### src/rtl/cx_merge.sv
// Two-input round-robin merge of 4-phase Send/Ack token channels into one source-tagged output channel.
// One-entry buffer; Ack_outX one edge after capture, Send_out one edge later; per-source saturating counters.
module cx_merge #(
  parameter int DW = 32,
  parameter int CW = 8
) (
  input  logic          CLK,
  input  logic          MR,
  input  logic          Send_in0,
  input  logic [DW-1:0] Data_in0,
  output logic          Ack_out0,
  input  logic          Send_in1,
  input  logic [DW-1:0] Data_in1,
  output logic          Ack_out1,
  output logic          Send_out,
  output logic [DW-1:0] Data_out,
  output logic          Src_out,
  input  logic          Ack_in,
  output logic          Busy,
  output logic [CW-1:0] Cnt0,
  output logic [CW-1:0] Cnt1
);

  typedef enum logic {I_IDLE, I_ACK} istate_t;
  typedef enum logic [1:0] {O_IDLE, O_REQ, O_RTZ} ostate_t;

  istate_t       ist_q, ist_d;
  ostate_t       ost_q, ost_d;
  logic          full_q, full_d;
  logic [DW-1:0] buf_q, buf_d;
  logic          src_q, src_d;
  logic          last_gnt_q, last_gnt_d;
  logic          gnt_q, gnt_d;
  logic          ack0_q, ack0_d, ack1_q, ack1_d;
  logic          send_q, send_d;
  logic [DW-1:0] dout_q, dout_d;
  logic          srco_q, srco_d;
  logic [CW-1:0] cnt0_q, cnt0_d, cnt1_q, cnt1_d;

  logic capture, gnt_sel, gnt_send, retire;

  // On a tie the channel that did not win the previous tie is served.
  assign gnt_sel  = (Send_in0 & Send_in1) ? ~last_gnt_q : Send_in1;
  assign capture  = (ist_q == I_IDLE) & ~full_q & (Send_in0 | Send_in1);
  assign gnt_send = gnt_q ? Send_in1 : Send_in0;
  assign retire   = (ost_q == O_RTZ) & ~Ack_in;

  always_ff @(posedge CLK or posedge MR) begin
    if (MR) begin
      ist_q      <= I_IDLE;
      ost_q      <= O_IDLE;
      full_q     <= 1'b0;
      buf_q      <= '0;
      src_q      <= 1'b0;
      last_gnt_q <= 1'b1;
      gnt_q      <= 1'b0;
      ack0_q     <= 1'b0;
      ack1_q     <= 1'b0;
      send_q     <= 1'b0;
      dout_q     <= '0;
      srco_q     <= 1'b0;
      cnt0_q     <= '0;
      cnt1_q     <= '0;
    end else begin
      ist_q      <= ist_d;
      ost_q      <= ost_d;
      full_q     <= full_d;
      buf_q      <= buf_d;
      src_q      <= src_d;
      last_gnt_q <= last_gnt_d;
      gnt_q      <= gnt_d;
      ack0_q     <= ack0_d;
      ack1_q     <= ack1_d;
      send_q     <= send_d;
      dout_q     <= dout_d;
      srco_q     <= srco_d;
      cnt0_q     <= cnt0_d;
      cnt1_q     <= cnt1_d;
    end
  end

  always_comb begin
    ist_d = ist_q;
    case (ist_q)
      I_IDLE:  if (capture) ist_d = I_ACK;
      I_ACK:   if (!gnt_send) ist_d = I_IDLE;
      default: ist_d = I_IDLE;
    endcase
    ost_d = ost_q;
    case (ost_q)
      O_IDLE:  if (full_q) ost_d = O_REQ;
      O_REQ:   if (Ack_in) ost_d = O_RTZ;
      O_RTZ:   if (!Ack_in) ost_d = O_IDLE;
      default: ost_d = O_IDLE;
    endcase
  end

  always_comb begin
    full_d     = full_q;
    buf_d      = buf_q;
    src_d      = src_q;
    last_gnt_d = last_gnt_q;
    gnt_d      = gnt_q;
    ack0_d     = ack0_q;
    ack1_d     = ack1_q;
    send_d     = send_q;
    dout_d     = dout_q;
    srco_d     = srco_q;
    cnt0_d     = cnt0_q;
    cnt1_d     = cnt1_q;
    if (capture) begin
      buf_d  = gnt_sel ? Data_in1 : Data_in0;
      src_d  = gnt_sel;
      gnt_d  = gnt_sel;
      full_d = 1'b1;
      ack0_d = ~gnt_sel;
      ack1_d = gnt_sel;
      if (Send_in0 & Send_in1) last_gnt_d = gnt_sel;
    end
    if ((ist_q == I_ACK) && !gnt_send) begin
      ack0_d = 1'b0;
      ack1_d = 1'b0;
    end
    if ((ost_q == O_IDLE) && full_q) begin
      send_d = 1'b1;
      dout_d = buf_q;
      srco_d = src_q;
    end
    if ((ost_q == O_REQ) && Ack_in) send_d = 1'b0;
    // Buffer frees only once downstream has returned to zero.
    if (retire) begin
      full_d = 1'b0;
      if (!src_q && (cnt0_q != {CW{1'b1}})) cnt0_d = cnt0_q + CW'(1);
      if (src_q && (cnt1_q != {CW{1'b1}})) cnt1_d = cnt1_q + CW'(1);
    end
  end

  assign Ack_out0 = ack0_q;
  assign Ack_out1 = ack1_q;
  assign Send_out = send_q;
  assign Data_out = dout_q;
  assign Src_out  = srco_q;
  assign Busy     = full_q;
  assign Cnt0     = cnt0_q;
  assign Cnt1     = cnt1_q;

endmodule
### config.mk
export PLATFORM = sky130hd
export DESIGN_NAME = cx_merge
export DESIGN_NICKNAME = d
export VERILOG_FILES = /design/src/rtl/cx_merge.sv
export SDC_FILE = /design/constraint.sdc
export NUM_CORES = 1
export LEC_CHECK = 0
export ABC_AREA = 1
export BUFFER_PORTS_ARGS = -buffer_cell sky130_fd_sc_hd__buf_2
export CAP_MARGIN = 40
export CORE_ASPECT_RATIO = 1.5
export CORE_MARGIN = 2
export CORE_UTILIZATION = 25
export DETAILED_ROUTE_END_ITERATION = 12
export GPL_TIMING_DRIVEN = 0
export SLEW_MARGIN = 20
export SYNTH_ARGS = -nofsm -noshare
export SYNTH_HDL_FRONTEND = slang
export SYNTH_SLANG_ARGS = --single-unit
### constraint.sdc
create_clock -name CLK -period 8.1 [get_ports CLK]
set_clock_uncertainty 0.1 [all_clocks]
set_input_delay 1.62 -clock CLK [delete_from_list [all_inputs] [get_ports CLK]]
set_output_delay 1.62 -clock CLK [all_outputs]
set_load 0.05 [all_outputs]
==> results.py <==
metrics = {
    "layout": {
        "stdcell_count": 869,
        "fin_area_um2": 5390,
        "syn_to_final_growth_pct": 29.5,
        "layout_commonest_cell": "nand2_1",
        "multi_input_area_um2": 1510,
        "n_fill_cell": 1774,
        "fin_util": 0.332,
        "drive_gt1_frac": 0.248,
        "final_cell_mix": "184 x nand2_1, 136 x buf_2, 89 x dfrtp_1, 79 x inv_1, 48 x nor2_1",
        "seqCellArea_um2": 2250,
        "fin_nets": 728,
    },
    "logic_synthesis": {
        "synthArstFlopShare": 1.00,
        "avgSynthCellArea_um2": 7.95,
        "ys_warn_count": 0,
        "ys_seq_area_frac": 0.541,
        "ys_types": 22,
        "synth_area_leader_cell": "dfrtp_1",
        "ys_top_cells_by_area": "dfrtp_1 53%, nand2_1 17%, inv_1 7.2%",
        "syn-num-nets": 595,
        "synth-edff-count": 0,
        "syn_area_um2": 4170,
        "ys_ff_latch": 90,
        "ys.flop_type": "dfrtp_1",
        "synthCells": 524,
        "yosysTopAreaCellShare": 0.535,
    },
    "setup_path": {
        "crit_chain": "buf_2",
        "crit_path_max_fanout": 5,
        "critPathSlowestCell": "dfrtp_1",
        "crit_family": "flip-flops",
        "worstPathRequired_ns": 6.38,
        "worst-path-stages": 1,
        "rrSetupSlack_ns": 6.46,
        "path_class": "reg -> out",
        "crit_buf_inv": 1,
        "cp-startpoint": "Busy",
        "r2r-end": "buf_q[27]",
        "cp-end-kind": "output port",
        "reg2reg_from": "Busy",
        "cp.arrival_ns": 1.16,
        "critical_path.endpoint": "Busy",
        "worstRegToRegCells": 3,
        "cp_slowest_stage_delay_ns": 0.49,
        "cp-start-kind": "flop",
    },
    "global_routing": {
        "antenna_found_initial": 1,
        "grt_pass1_vias": 3695,
        "track_usage": 0.138,
        "grt_max_degree": 49,
        "grt_pass1_wl_mm": 18.8,
        "overflow": 0,
    },
    "placement": {
        "dp_cells": 852,
        "preCtsSetupSlack_ns": 5.17,
        "portBuffers": 121,
        "place_area_um2": 5060,
        "place_congestion": 0.811,
        "hpwl_mm": 8.65,
    },
    "sta": {
        "finalSetupViolCount": 0,
        "setup_ws_ns": 5.22,
        "slew_violations": 0,
        "max_freq_mhz": 347,
        "fin_crit_sh": 0.355,
        "worst_pin_slew_ns": 0.577,
        "hold_violations": 0,
        "fin_crit_ns": 2.88,
        "rsz0062_at_grt": "false",
        "slew_headroom": 0.616,
        "whs_ns": 0.382,
        "fin_tns_setup_ns": 0,
    },
    "clock_tree": {
        "hold_buffers": 0,
        "cts_setup_buffers": 0,
        "cts_tree": "yes",
        "cts_made_buffers": 9,
        "clk_latency_ns": 0.34,
        "cts.repair.resized": 0,
        "cts_buffer_depth": 2,
        "cts_sinks": 90,
        "cts_root_buf": "clkbuf_16",
        "htree_levels": 3,
        "cts.clk_slew.worst_paths_ns": 0.07,
    },
    "route": {
        "num_vias": 3718,
        "drc": 0,
        "via_per_inst": 4.28,
        "drtIter0Drc": 139,
        "first_pass_iters": 4,
        "postRouteAntennaNets": 0,
        "wire_per_inst_um": 13.4,
        "routed_wl_mm": 11.6,
    },
    "die": {
        "initial_core_util": 0.256,
        "dieArea_um2": 17700,
        "io_pins": 122,
        "die_w_um": 109,
        "die_y_um": 162,
        "rows": 57,
        "core_area_um2": 16300,
    },
    "pwr": {
        "leakagePower_nw": 2.90,
        "powerDensity_nw_per_um2": 400,
        "vdd_drop_max_uv": 146,
        "total_power_mw": 2.16,
    },
    "worst_hold_path": {
        "min_path_type": "reg -> reg",
    },
    "run_status": {
        "outcome": "completed",
    },
    "run": {
        "max_cap_violations": 0,
    },
}
==> state kept, by name, indices dropped and copies added (netlist names) <==
signal / flops
Ack_out0: 1
last_gnt_q: 1
buf_q: 32
Busy: 1
Ack_out1: 1
Cnt0: 8
ost_q: 2
Cnt1: 8
Data_out: 32
Src_out: 1
ist_q: 1
Send_out: 1
gnt_q: 1
==> how the worst min path moves through the flow <==
stage	startpoint	endpoint	cells after the start	slack (ns)
after floorplan	last_gnt_q	last_gnt_q	2	0.37
after global placement	Data_out[8]	Data_out[8]	2	0.36
after detailed placement	Data_out[5]	Data_out[5]	2	0.37
after CTS	Data_out[5]	Data_out[5]	2	0.39
after global routing	Data_out[28]	Data_out[28]	2	0.41
final	Data_out[11]	Data_out[11]	2	0.38
==> final cells by class <==
type,instances,area share
Clock buffer,10,0.0443
Multi-Input combinational cell,333,0.279
Tap cell,206,0.0478
Clock inverter,6,0.0167
Inverter,80,0.0566
Timing Repair Buffer,122,0.117
Sequential cell,90,0.418
Buffer,21,0.0195
Antenna cell,1,0.000464
==> synthesized netlist by cell type, drive strengths merged, types with 2 or more instances <==
cell / count
nand3: 6
inv: 80
o22ai: 32
nand3b: 5
xnor2: 2
nand4: 3
xor2: 4
clkbuf: 5
ha: 2
buf: 16
nand2: 184
nor2: 52
dfrtp: 89
o21ai: 41
==> power by group <==
part / internal, mW / total, mW / leakage (nW) / switching, mW
logic: 0.247 / 0.956 / 1.62 / 0.709
clock network: 0.279 / 0.465 / 0.147 / 0.186
registers: 0.642 / 0.735 / 1.13 / 0.0932
==> cells by family (layout without fill, tap and decap cells) <==
family | count (synthesis) | in the layout | share of synthesized area
compound gates | 74 | 74 | 0.0985
xor+xnor | 6 | 6 | 0.0126
fa+ha+maj | 2 | 2 | 0.00601
buf+inv | 101 | 239 | 0.0973
flops | 90 | 90 | 0.541
other cells | 0 | 1 | 0
simple gates | 251 | 251 | 0.245
==> routing by layer <==
metal,global-route usage,wire [um],vias up
met3,0.0313,526,15
met1,0.164,4810,1750
met2,0.237,6010,77
met5,0,0,-
met4,0.0552,262,0
li1,-,-,1876
Power figures use the tool's default switching activity.
